File: src/rtl/video_timing_gen.sv
// Raster timing generator: pixel/line counters, blanking, active-low syncs, blanked RGB.
// Define VTG_SYNC_CLAMP_EN to clamp sync starts so pulses never wrap a line/frame boundary.
module video_timing_gen #(
  parameter int unsigned H_TOTAL  = 384,
  parameter int unsigned H_START  = 16,
  parameter int unsigned H_ACTIVE = 256,
  parameter int unsigned HS_BASE  = 288,
  parameter int unsigned HS_WIDTH = 32,
  parameter int unsigned H_STEP   = 2,
  parameter int unsigned V_TOTAL  = 264,
  parameter int unsigned V_ACTIVE = 224,
  parameter int unsigned VS_BASE  = 226,
  parameter int unsigned VS_WIDTH = 4,
  parameter int unsigned V_STEP   = 4,
  parameter int unsigned RGB_W    = 12,
  parameter int unsigned CW       = 9
) (
  input  logic             MCLK,
  input  logic             RESET,
  input  logic             PCE,
  input  logic [4:0]       HOFFS,
  input  logic [2:0]       VOFFS,
  input  logic [RGB_W-1:0] iRGB,
  output logic [CW-1:0]    HPOS,
  output logic [CW-1:0]    VPOS,
  output logic             HBLK,
  output logic             VBLK,
  output logic             HSYN,
  output logic             VSYN,
  output logic             FRM,
  output logic [RGB_W-1:0] oRGB
);

  localparam int unsigned AW = CW + 2;

  localparam logic [CW-1:0] HLast   = CW'(H_TOTAL - 1);
  localparam logic [CW-1:0] VLast   = CW'(V_TOTAL - 1);
  localparam logic [CW-1:0] HStartC = CW'(H_START);

  localparam logic [AW-1:0] HTot    = AW'(H_TOTAL);
  localparam logic [AW-1:0] VTot    = AW'(V_TOTAL);
  localparam logic [AW-1:0] HStart  = AW'(H_START);
  localparam logic [AW-1:0] HEnd    = AW'(H_START + H_ACTIVE);
  localparam logic [AW-1:0] VAct    = AW'(V_ACTIVE);
  localparam logic [AW-1:0] HsBase  = AW'(HS_BASE);
  localparam logic [AW-1:0] HsWidth = AW'(HS_WIDTH);
  localparam logic [AW-1:0] HStep   = AW'(H_STEP);
  localparam logic [AW-1:0] VsBase  = AW'(VS_BASE);
  localparam logic [AW-1:0] VsWidth = AW'(VS_WIDTH);
  localparam logic [AW-1:0] VStep   = AW'(V_STEP);
`ifdef VTG_SYNC_CLAMP_EN
  localparam logic [AW-1:0] HsMax   = AW'(H_TOTAL - HS_WIDTH);
  localparam logic [AW-1:0] VsMax   = AW'(V_TOTAL - VS_WIDTH);
`endif

  logic [CW-1:0] hcnt_q, hcnt_d;
  logic [CW-1:0] vcnt_q, vcnt_d;
  logic [4:0]    hoff_q, hoff_d;
  logic [2:0]    voff_q, voff_d;

  logic [AW-1:0] h_ext, v_ext;
  logic [AW-1:0] hs_raw, vs_raw;
  logic [AW-1:0] hs_b, vs_b;
  logic [AW-1:0] h_rel, v_rel;
  logic          hblk_d, vblk_d, hsyn_d, vsyn_d, frm_d;

  // Next counter values; flags are decoded from these so they line up with the counters.
  always_comb begin
    hcnt_d = hcnt_q + CW'(1);
    vcnt_d = vcnt_q;
    if (hcnt_q == HLast) begin
      hcnt_d = '0;
      vcnt_d = (vcnt_q == VLast) ? '0 : vcnt_q + CW'(1);
    end
    if (RESET) begin
      hcnt_d = '0;
      vcnt_d = '0;
    end
    frm_d  = (hcnt_d == '0) && (vcnt_d == '0);
    // A new frame (or reset) picks up the live offsets for its own sync decode.
    hoff_d = frm_d ? HOFFS : hoff_q;
    voff_d = frm_d ? VOFFS : voff_q;
  end

  always_comb begin
    h_ext  = AW'(hcnt_d);
    v_ext  = AW'(vcnt_d);
    hs_raw = HsBase + AW'(hoff_d) * HStep;
    vs_raw = VsBase + AW'(voff_d) * VStep;
`ifdef VTG_SYNC_CLAMP_EN
    hs_b   = (hs_raw > HsMax) ? HsMax : hs_raw;
    vs_b   = (vs_raw > VsMax) ? VsMax : vs_raw;
`else
    hs_b   = (hs_raw >= HTot) ? hs_raw - HTot : hs_raw;
    vs_b   = (vs_raw >= VTot) ? vs_raw - VTot : vs_raw;
`endif
    // Distance past sync start, wrapped mod total; inside the pulse when below the width.
    h_rel  = (h_ext >= hs_b) ? h_ext - hs_b : h_ext + HTot - hs_b;
    v_rel  = (v_ext >= vs_b) ? v_ext - vs_b : v_ext + VTot - vs_b;
    hsyn_d = (h_rel >= HsWidth);
    vsyn_d = (v_rel >= VsWidth);
    hblk_d = (h_ext < HStart) || (h_ext >= HEnd);
    vblk_d = (v_ext >= VAct);
  end

  always_ff @(posedge MCLK) begin
    if (RESET) begin
      hcnt_q <= '0;
      vcnt_q <= '0;
      hoff_q <= hoff_d;
      voff_q <= voff_d;
      HBLK   <= hblk_d;
      VBLK   <= vblk_d;
      HSYN   <= hsyn_d;
      VSYN   <= vsyn_d;
      FRM    <= frm_d;
      oRGB   <= '0;
    end else if (PCE) begin
      hcnt_q <= hcnt_d;
      vcnt_q <= vcnt_d;
      hoff_q <= hoff_d;
      voff_q <= voff_d;
      HBLK   <= hblk_d;
      VBLK   <= vblk_d;
      HSYN   <= hsyn_d;
      VSYN   <= vsyn_d;
      FRM    <= frm_d;
      oRGB   <= (HBLK || VBLK) ? '0 : iRGB;
    end
  end

  assign HPOS = hcnt_q - HStartC;
  assign VPOS = vcnt_q;

endmodule

File: config.mk
export PLATFORM = sky130hd
export DESIGN_NAME = video_timing_gen
export DESIGN_NICKNAME = d
export VERILOG_FILES = /design/src/rtl/video_timing_gen.sv
export SDC_FILE = /design/constraint.sdc
export NUM_CORES = 1
export LEC_CHECK = 0
export ABC_AREA = 1
export CAP_MARGIN = 20
export CORE_ASPECT_RATIO = 1.1
export CORE_MARGIN = 8
export CORE_UTILIZATION = 40
export CTS_BUF_LIST = sky130_fd_sc_hd__clkbuf_4 sky130_fd_sc_hd__clkbuf_8
export DETAILED_ROUTE_END_ITERATION = 8
export PLACE_DENSITY = 0.73
export SYNTH_ARGS = -nofsm -noshare
export SYNTH_HDL_FRONTEND = slang
export SYNTH_SLANG_ARGS = --single-unit
File: constraint.sdc
create_clock -name MCLK -period 4.05 [get_ports MCLK]
set_clock_uncertainty 0.1 [all_clocks]
set_input_delay 0.6075 -clock MCLK [delete_from_list [all_inputs] [get_ports MCLK]]
set_output_delay 0.6075 -clock MCLK [all_outputs]
set_load 0.01 [all_outputs]
## Yosys cells after proc, flatten, opt, wreduce, memory -nomap -nowiden

Index checks and enable logic that the tools add are counted.

| word-level totals | value |
|---|---|
| bits of input ports | 23 |
| ROM bits | 0 |
| memory bits (writable) | 0 |
| latch bits | 0 |
| memories kept | 0 |
| output and inout port bits | 35 |
| word-level logic and storage cells | 66 |
| register bits after elaboration | 43 |

| operators by class | value |
|---|---|
| divide/modulo/power cells | 0 |
| bitwise gates (word level) | 0 |
| reduce and logical (&&, ||, !) cells | 6 |
| add/subtract/negate cells | 13 |
| equal/unequal tests | 2 |
| mux-type cells | 26 |
| magnitude comparators | 9 |
| shift-type cells | 0 |
| multiply operators | 0 |

Operators by type and width:

| cell | count |
|---|---|
| 9-bit 2-to-1 mux | 5 |
| 11-bit 2-to-1 mux | 4 |
| 9-bit by 11-bit greater-or-equal comparator with 1-bit output | 2 |
| 10-bit by 11-bit subtractor with 11-bit output | 2 |
| 9-bit by 11-bit subtractor with 11-bit output | 2 |
| 9-bit by 9-bit adder with 10-bit output, second input constant | 2 |
| 9-bit by 1-bit adder with 9-bit output, second input constant | 2 |
| 9-bit == test, second input constant | 2 |
| 9-bit greater-or-equal comparator, second input constant | 2 |
| 9-bit zero test | 2 |
| 5-bit 2-to-1 mux | 3 |
| 12-bit 2-to-1 mux | 1 |
| 11-bit by 3-bit greater-or-equal comparator with 1-bit output, second input constant | 1 |
| 11-bit by 6-bit greater-or-equal comparator with 1-bit output, second input constant | 1 |
| 10-bit by 9-bit subtractor with 11-bit output, second input constant | 1 |
| 9-bit by 6-bit adder with 10-bit output, first input constant | 1 |
| 10-bit by 9-bit greater-or-equal comparator with 1-bit output, second input constant | 1 |
| 1-bit 2-to-1 mux | 10 |
| 9-bit by 9-bit subtractor with 10-bit output, second input constant | 1 |
| 8-bit by 5-bit adder with 9-bit output, first input constant | 1 |
| 9-bit by 8-bit greater-or-equal comparator with 1-bit output, second input constant | 1 |
| 9-bit by 5-bit < comparator with 1-bit output, second input constant | 1 |
| 3-bit 2-to-1 mux | 3 |
| 9-bit by 5-bit subtractor with 9-bit output, second input constant | 1 |
| other kinds (3) | 4 |

## Logic depth before layout (Yosys ltp)

Gate-level depths: netlist of run 1.

| logic depth | value |
|---|---|
| depth in word-level cells | 15 |
| mapped depth | 28 |
| depth with buffers taken out | 27 |

## Worst setup path after synthesis of run 1

OpenSTA, ideal clock, no wires.

| timing path | value |
|---|---|
| kind | reg-to-reg |
| from | register hcnt_q[0] |
| to | register VSYN, data pin |
| arrival | 3.403 ns |
| stages on the path, launching flop included | 27 |
| library setup time | 0.254 ns |
| buffers on the path | 1 |
| path slack | 0.293 ns |
| data required time | 3.696 ns |
| clock period less this slack | 3.757 ns |
| cells stage by stage | dfxtp_1 ha_1 nand3_4 nor2_4 nand2_4 nand2_4 nor2_1 clkinv_1 nand3_2 nor2_4 nand2_2 nor2_4 nand2_4 buf_6 o21ai_2 ha_1 inv_1 fa_1 nand2_1 inv_1 nand2_1 o21ai_0 nor2_1 a21oi_1 nand4_1 nand2_1 nand2_1 |

| on the way | value |
|---|---|
| word-level cells in the longest chain between the ends | 14 |
| elaborated cells between the ends (all ways) | 22 |
| those cells by class | add/sub (6); order compare (3); eq/ne (1); mux (9); reduce/logical (3) |

RTL lines:

| item | RTL line | RTL |
|---|---|---|
| from (decl) | 56 | `logic [CW-1:0] hcnt_q, hcnt_d;` |
| from (signal assigned) | 119 | `hcnt_q <= hcnt_d;` |
| 9-bit by 1-bit adder with 9-bit output or 9-bit == test (tied branches) | 69, 71 |  |
| 9-bit 2-to-1 mux * | 71 | `if (hcnt_q == HLast) begin` |
| 9-bit 2-to-1 mux * | 75 | `if (RESET) begin` |
| via hcnt_d[4] | 56 |  |
| 9-bit zero test * | 79 | `frm_d = (hcnt_d == '0) && (vcnt_d == '0);` |
| 1-bit logical AND * | 79 |  |
| 3-bit 2-to-1 mux * | 82 | `voff_d = frm_d ? VOFFS : voff_q;` |
| 8-bit by 5-bit adder with 9-bit output * | 89 | `vs_raw = VsBase + AW'(voff_d) * VStep;` |
| 9-bit by 9-bit subtractor with 10-bit output or 9-bit greater-or-equal comparator (tied branches) | 95 | `vs_b = (vs_raw >= VTot) ? vs_raw - VTot : vs_raw;` |
| 11-bit 2-to-1 mux * | 95 |  |
| 10-bit by 11-bit subtractor with 11-bit output, or another cell as far along | 99 | `v_rel = (v_ext >= vs_b) ? v_ext - vs_b : v_ext + VTot - vs_b;` |
| 11-bit 2-to-1 mux * | 99 |  |
| 11-bit by 3-bit greater-or-equal comparator with 1-bit output * | 101 | `vsyn_d = (v_rel >= VsWidth);` |
| via vsyn_d | 65 | `logic hblk_d, vblk_d, hsyn_d, vsyn_d, frm_d;` |
| 1-bit 2-to-1 mux | 118 | `end else if (PCE) begin` |
| 1-bit 2-to-1 mux * | 107 | `if (RESET) begin` |
| to (signal assigned) | 115 | `VSYN <= vsyn_d;` |
| to (signal assigned) | 126 | `VSYN <= vsyn_d;` |
| to (decl) | 29 | `output logic VSYN,` |

Mark *: on every way through the listed nets, which the timed path passes. The rest lies on a longest branch. The select of a mux whose other input is x is not followed.
A chain may end at the register's enable or synchronous reset.

## Worst setup path in the final report of run 1

| timing path | value |
|---|---|
| from | register hcnt_q[5] |
| to | register VSYN, data pin |

| on the way | value |
|---|---|
| word-level cells in the longest chain between the ends | 14 |
| elaborated cells between the ends (all ways) | 22 |
| those cells by class | add/sub (6); order compare (3); eq/ne (1); mux (9); reduce/logical (3) |

RTL lines:

| item | RTL line |
|---|---|
| 9-bit by 1-bit adder with 9-bit output or 9-bit == test (tied branches) | 69, 71 |
| 9-bit 2-to-1 mux | 71 |
| 9-bit 2-to-1 mux | 75 |
| 9-bit zero test | 79 |
| 1-bit logical AND | 79 |
| 3-bit 2-to-1 mux | 82 |
| 8-bit by 5-bit adder with 9-bit output | 89 |
| 9-bit by 9-bit subtractor with 10-bit output or 9-bit greater-or-equal comparator (tied branches) | 95 |
| 11-bit 2-to-1 mux | 95 |
| 10-bit by 11-bit subtractor with 11-bit output, or another cell as far along | 99 |
| 11-bit 2-to-1 mux * | 99 |
| 11-bit by 3-bit greater-or-equal comparator with 1-bit output * | 101 |
| via vsyn_d | 65 |
| 1-bit 2-to-1 mux | 118 |
| 1-bit 2-to-1 mux * | 107 |

Marks and branches as above.

==> results of run 1 <==
state kept, by name (all words and copies together) (netlist names), 3 cells and up:
| name | count |
|---|---|
| hcnt_q | 9 |
| voff_q | 3 |
| oRGB | 12 |
| VPOS | 9 |
| hoff_q | 5 |
final cells by class:
| class | count | area share, % |
|---|---|---|
| tap | 111 | 2.96 |
| clock inverter | 3 | 0.534 |
| clock buffer | 5 | 1.47 |
| multi-input combinational | 318 | 44.3 |
| timing repair buffer | 120 | 22.6 |
| inverter | 85 | 6.80 |
| sequential | 43 | 21.4 |
cells by family after synthesis:
family | Yosys count | synth area share [%]
buf+inv | 98 | 11.7
compound gates | 52 | 10.2
simple gates | 219 | 31.1
xor+xnor | 11 | 2.88
fa+ha+maj | 34 | 14.5
flops | 43 | 29.6
power by group:
part	switching (mW)	leakage (nW)	total, mW	internal [mW]
registers	0.0115	0.372	0.491	0.480
clock network	0.172	0.0443	0.296	0.124
logic	0.224	1.85	0.434	0.210
total	0.408	2.27	1.22	0.813
timing repair:
action                                  in CTS  in global routing
hold buffers                                 0                  0
gates resized for setup                      0                 29
setup buffers                                0                  7
endpoints found under the setup margin       0                  2
path summary, 6_finish.rpt:
| path | from | to |
|---|---|---|
| max | hcnt_q[5] | VSYN |
| min | oRGB[11] | oRGB[11] |
| max reg2reg | hcnt_q[5] | VSYN |
| min reg2reg | oRGB[11] | oRGB[11] |
layer usage:
| metal | share of wire [%] | up-vias |
|---|---|---|
| met4 | 1.8 | 0 |
| met2 | 54 | 76 |
| met5 | 0 | - |
| met3 | 5.2 | 11 |
| li1 | - | 1717 |
| met1 | 39 | 1586 |
cells in the final DEF, fill, tap and decap left out, drive strengths merged, types with 5 or more instances in the layout:
cell type,count
nand2,103
ha,26
clkdlybuf4s50,56
o21ai,18
inv,84
nor2,36
fa,8
nand4,9
edfxtp,13
xor2,8
buf,63
a21oi,9
o22ai,15
clkbuf,5
nand3,66
dfxtp,30
tightest hold or removal path, cell delays in order (launching register included):
cell and delay [ps]:
sky130_fd_sc_hd__dfxtp_1 320, sky130_fd_sc_hd__nand3_1 70, sky130_fd_sc_hd__nand2_1 50
==> impl_summary.txt, run 1 <==
----------------------------------------------------
[Placed design]
  GPL Wtd Cong ... 0.936
  Post-place setup slack ... -249 ps
  Port buffer count ... 57
  Cells after DPL ... 668
  Detailed placement HPWL ... 7.57 mm
  Placed Area ... 4400 µm²

[Die]
  Vertical die dimension ... 112 µm
  Area of the die ... 11500 µm²
  Number of ports placed on the die boundary ... 58
  Starting Density ... between 40% and 50%
  Floorplan Core Area ... ~8200 µm²
  Die Wd ... slightly above 100 µm
  Number of placement rows ... 35

[Routing]
  Average wire length per cell after detail routing ... 14.5 µm
  Detail-routed via count per cell ... 4.95
  Final routed wirelength across all metal layers ... a little under 10 mm
  Initial detailed-routing violation count ... between 200 and 250
  Pre-Repair DR Iteration Count ... 5
  Antenna Nets Post-Route ... 0
  Total via count in the routed design ... 3390
  Drc violations ... 0

[Timing]
  Relative slew margins ... 42.1%
  Top achievable clock speed ... ~260 MHz
  Hold Vio Cnt, Final ... 0
  Total setup violations reported at the end of the flow ... 0
  Summed negative setup slack over all endpoints ... 0 ps
  Post-layout worst setup margin ... between 200 and 250 ps
  Final-report max-slew violation count ... 0
  Worst-margin pin slew ... about 860 ps
  Worst-case hold slack ... between 300 and 400 ps
  Tcrit/Tclk final ... between 90% and 100%
  Final critical path time including I/O delays and setup ... just under 4000 ps

[CTS]
  CTS Root Cell ... sky130_fd_sc_hd__clkbuf_8
  Maximum root-to-sink buffer count ... 2
  CTS tree ... done
  Number of clock buffers inserted by TritonCTS ... 5
  Clock-pin slew reported for the worst setup and hold paths after clock tree synthesis ... approximately 100 ps
  Later-pin clock latency in the skew report ... 310 ps
  H-tree depth ... 2
  Clock Sink Count ... 43

[Hold path]
  Path class of the lowest-slack min-delay path ... reg2reg
  Number of stages on the worst hold path ... 2

[Global routing]
  Via count of the first global-routing pass ... approximately 3300
  Aggregate global routing overflow ... 0
  Wire length of the first global-routing pass ... 15.4 mm
  Met2 Resource Use GR ... 30.3%
  Most Crowded Layer GR ... met2
  Met1 Use GR ... 18.9%
  Number of antenna violations at the first check in global routing ... 0
  Fraction of met3 tracks used by global routing ... 2.81%
  Largest net degree at the start of global routing ... 31
  Total routing resource utilization after global routing ... 16.5%

[Worst setup path]
  Register-to-register setup slack ... ~200 ps
  Slowest cell on the critical path ... sky130_fd_sc_hd__fa_1
  Crit start category ... flip-flop
  Crit path capture type ... flip-flop
  Required @ worst endpoint ... 4020 ps
  Instance count on the critical path ... 25
  Slowest stage delay, CP ... 580 ps
  Arrival @ worst endpoint ... 3820 ps
  CP Buf/Inv Count ... 3
  CP Class ... reg2reg
  Most common cell type on the critical path ... sky130_fd_sc_hd__nand2_1
  Worst reg-to-reg path cell count ... 25
  Crit-path leading delay family ... simple AND/OR/NAND/NOR gates
  Worst Path Max Fanout ... 8

[Logic synthesis]
  Prevailing post-synth register cell ... sky130_fd_sc_hd__dfxtp_1
  Number of distinct library cells after synthesis ... 40
  Biggest area contributors in the synthesized netlist ... sky130_fd_sc_hd__dfxtp_1 18%, sky130_fd_sc_hd__edfxtp_1 12%, sky130_fd_sc_hd__nand2_1 11%, sky130_fd_sc_hd__ha_1 9.7%, sky130_fd_sc_hd__nand3_1 9.0%
  Cell area after synthesis ... 3340 µm²
  Ranking of synthesized cells by instance count ... 97 x sky130_fd_sc_hd__nand2_1, 71 x sky130_fd_sc_hd__inv_1, 60 x sky130_fd_sc_hd__nand3_1
  Synth async-reset ratio ... 0%
  Library cell with the largest summed area after synthesis ... sky130_fd_sc_hd__dfxtp_1
  Average cell area after synthesis ... ~7.3 µm²
  Number of enable flip-flop cells after synthesis ... 13
  Area share of the largest cell type after synthesis ... 18.0%
  Fraction of the yosys area taken by sequential cells ... between 20% and 30%
  Mapped Nets ... 514
  Number of warnings issued by yosys ... 0
  Number of storage elements in the synthesis netlist ... 43
  Gate count of the mapped netlist ... 457
  Most common cell in the netlist ... sky130_fd_sc_hd__nand2_1

[Cells and area]
  Post-layout nets ... between 600 and 700
  Fin util ... 57.0%
  Post-synthesis to final-layout area growth ... 40.3%
  Area used by multi-input combinational logic ... 2080 µm²
  Sequential cell area in the final layout ... 1000 µm²
  Post-route non-filler standard cell count ... 685
  Final antenna diode count ... 0
  Share of layout cells above drive strength 1 ... between 20 and 25%
  Final standard cell area without fillers ... about 4700 µm²
  Fill cell count ... between 700 and 800

[Pwr]
  Power Total ... 1.22 mW
  Worst IR drop on VDD ... 0.000151 V
  Leakage power of the design ... 2.27 nW
  Power density over the cells ... 260 nW/µm²

[Status]
  Result of the run ... finished, final reports clean

[Job]
  Max-cap violations ... 0

----------------------------------------------------
Power figures use the tool's default switching activity.
==> run 2: changes to the inputs <==
CAP_MARGIN = default   (was 20)
==> results of run 2 <==
Final layout, timing and power as in run 1 (identical DEF).
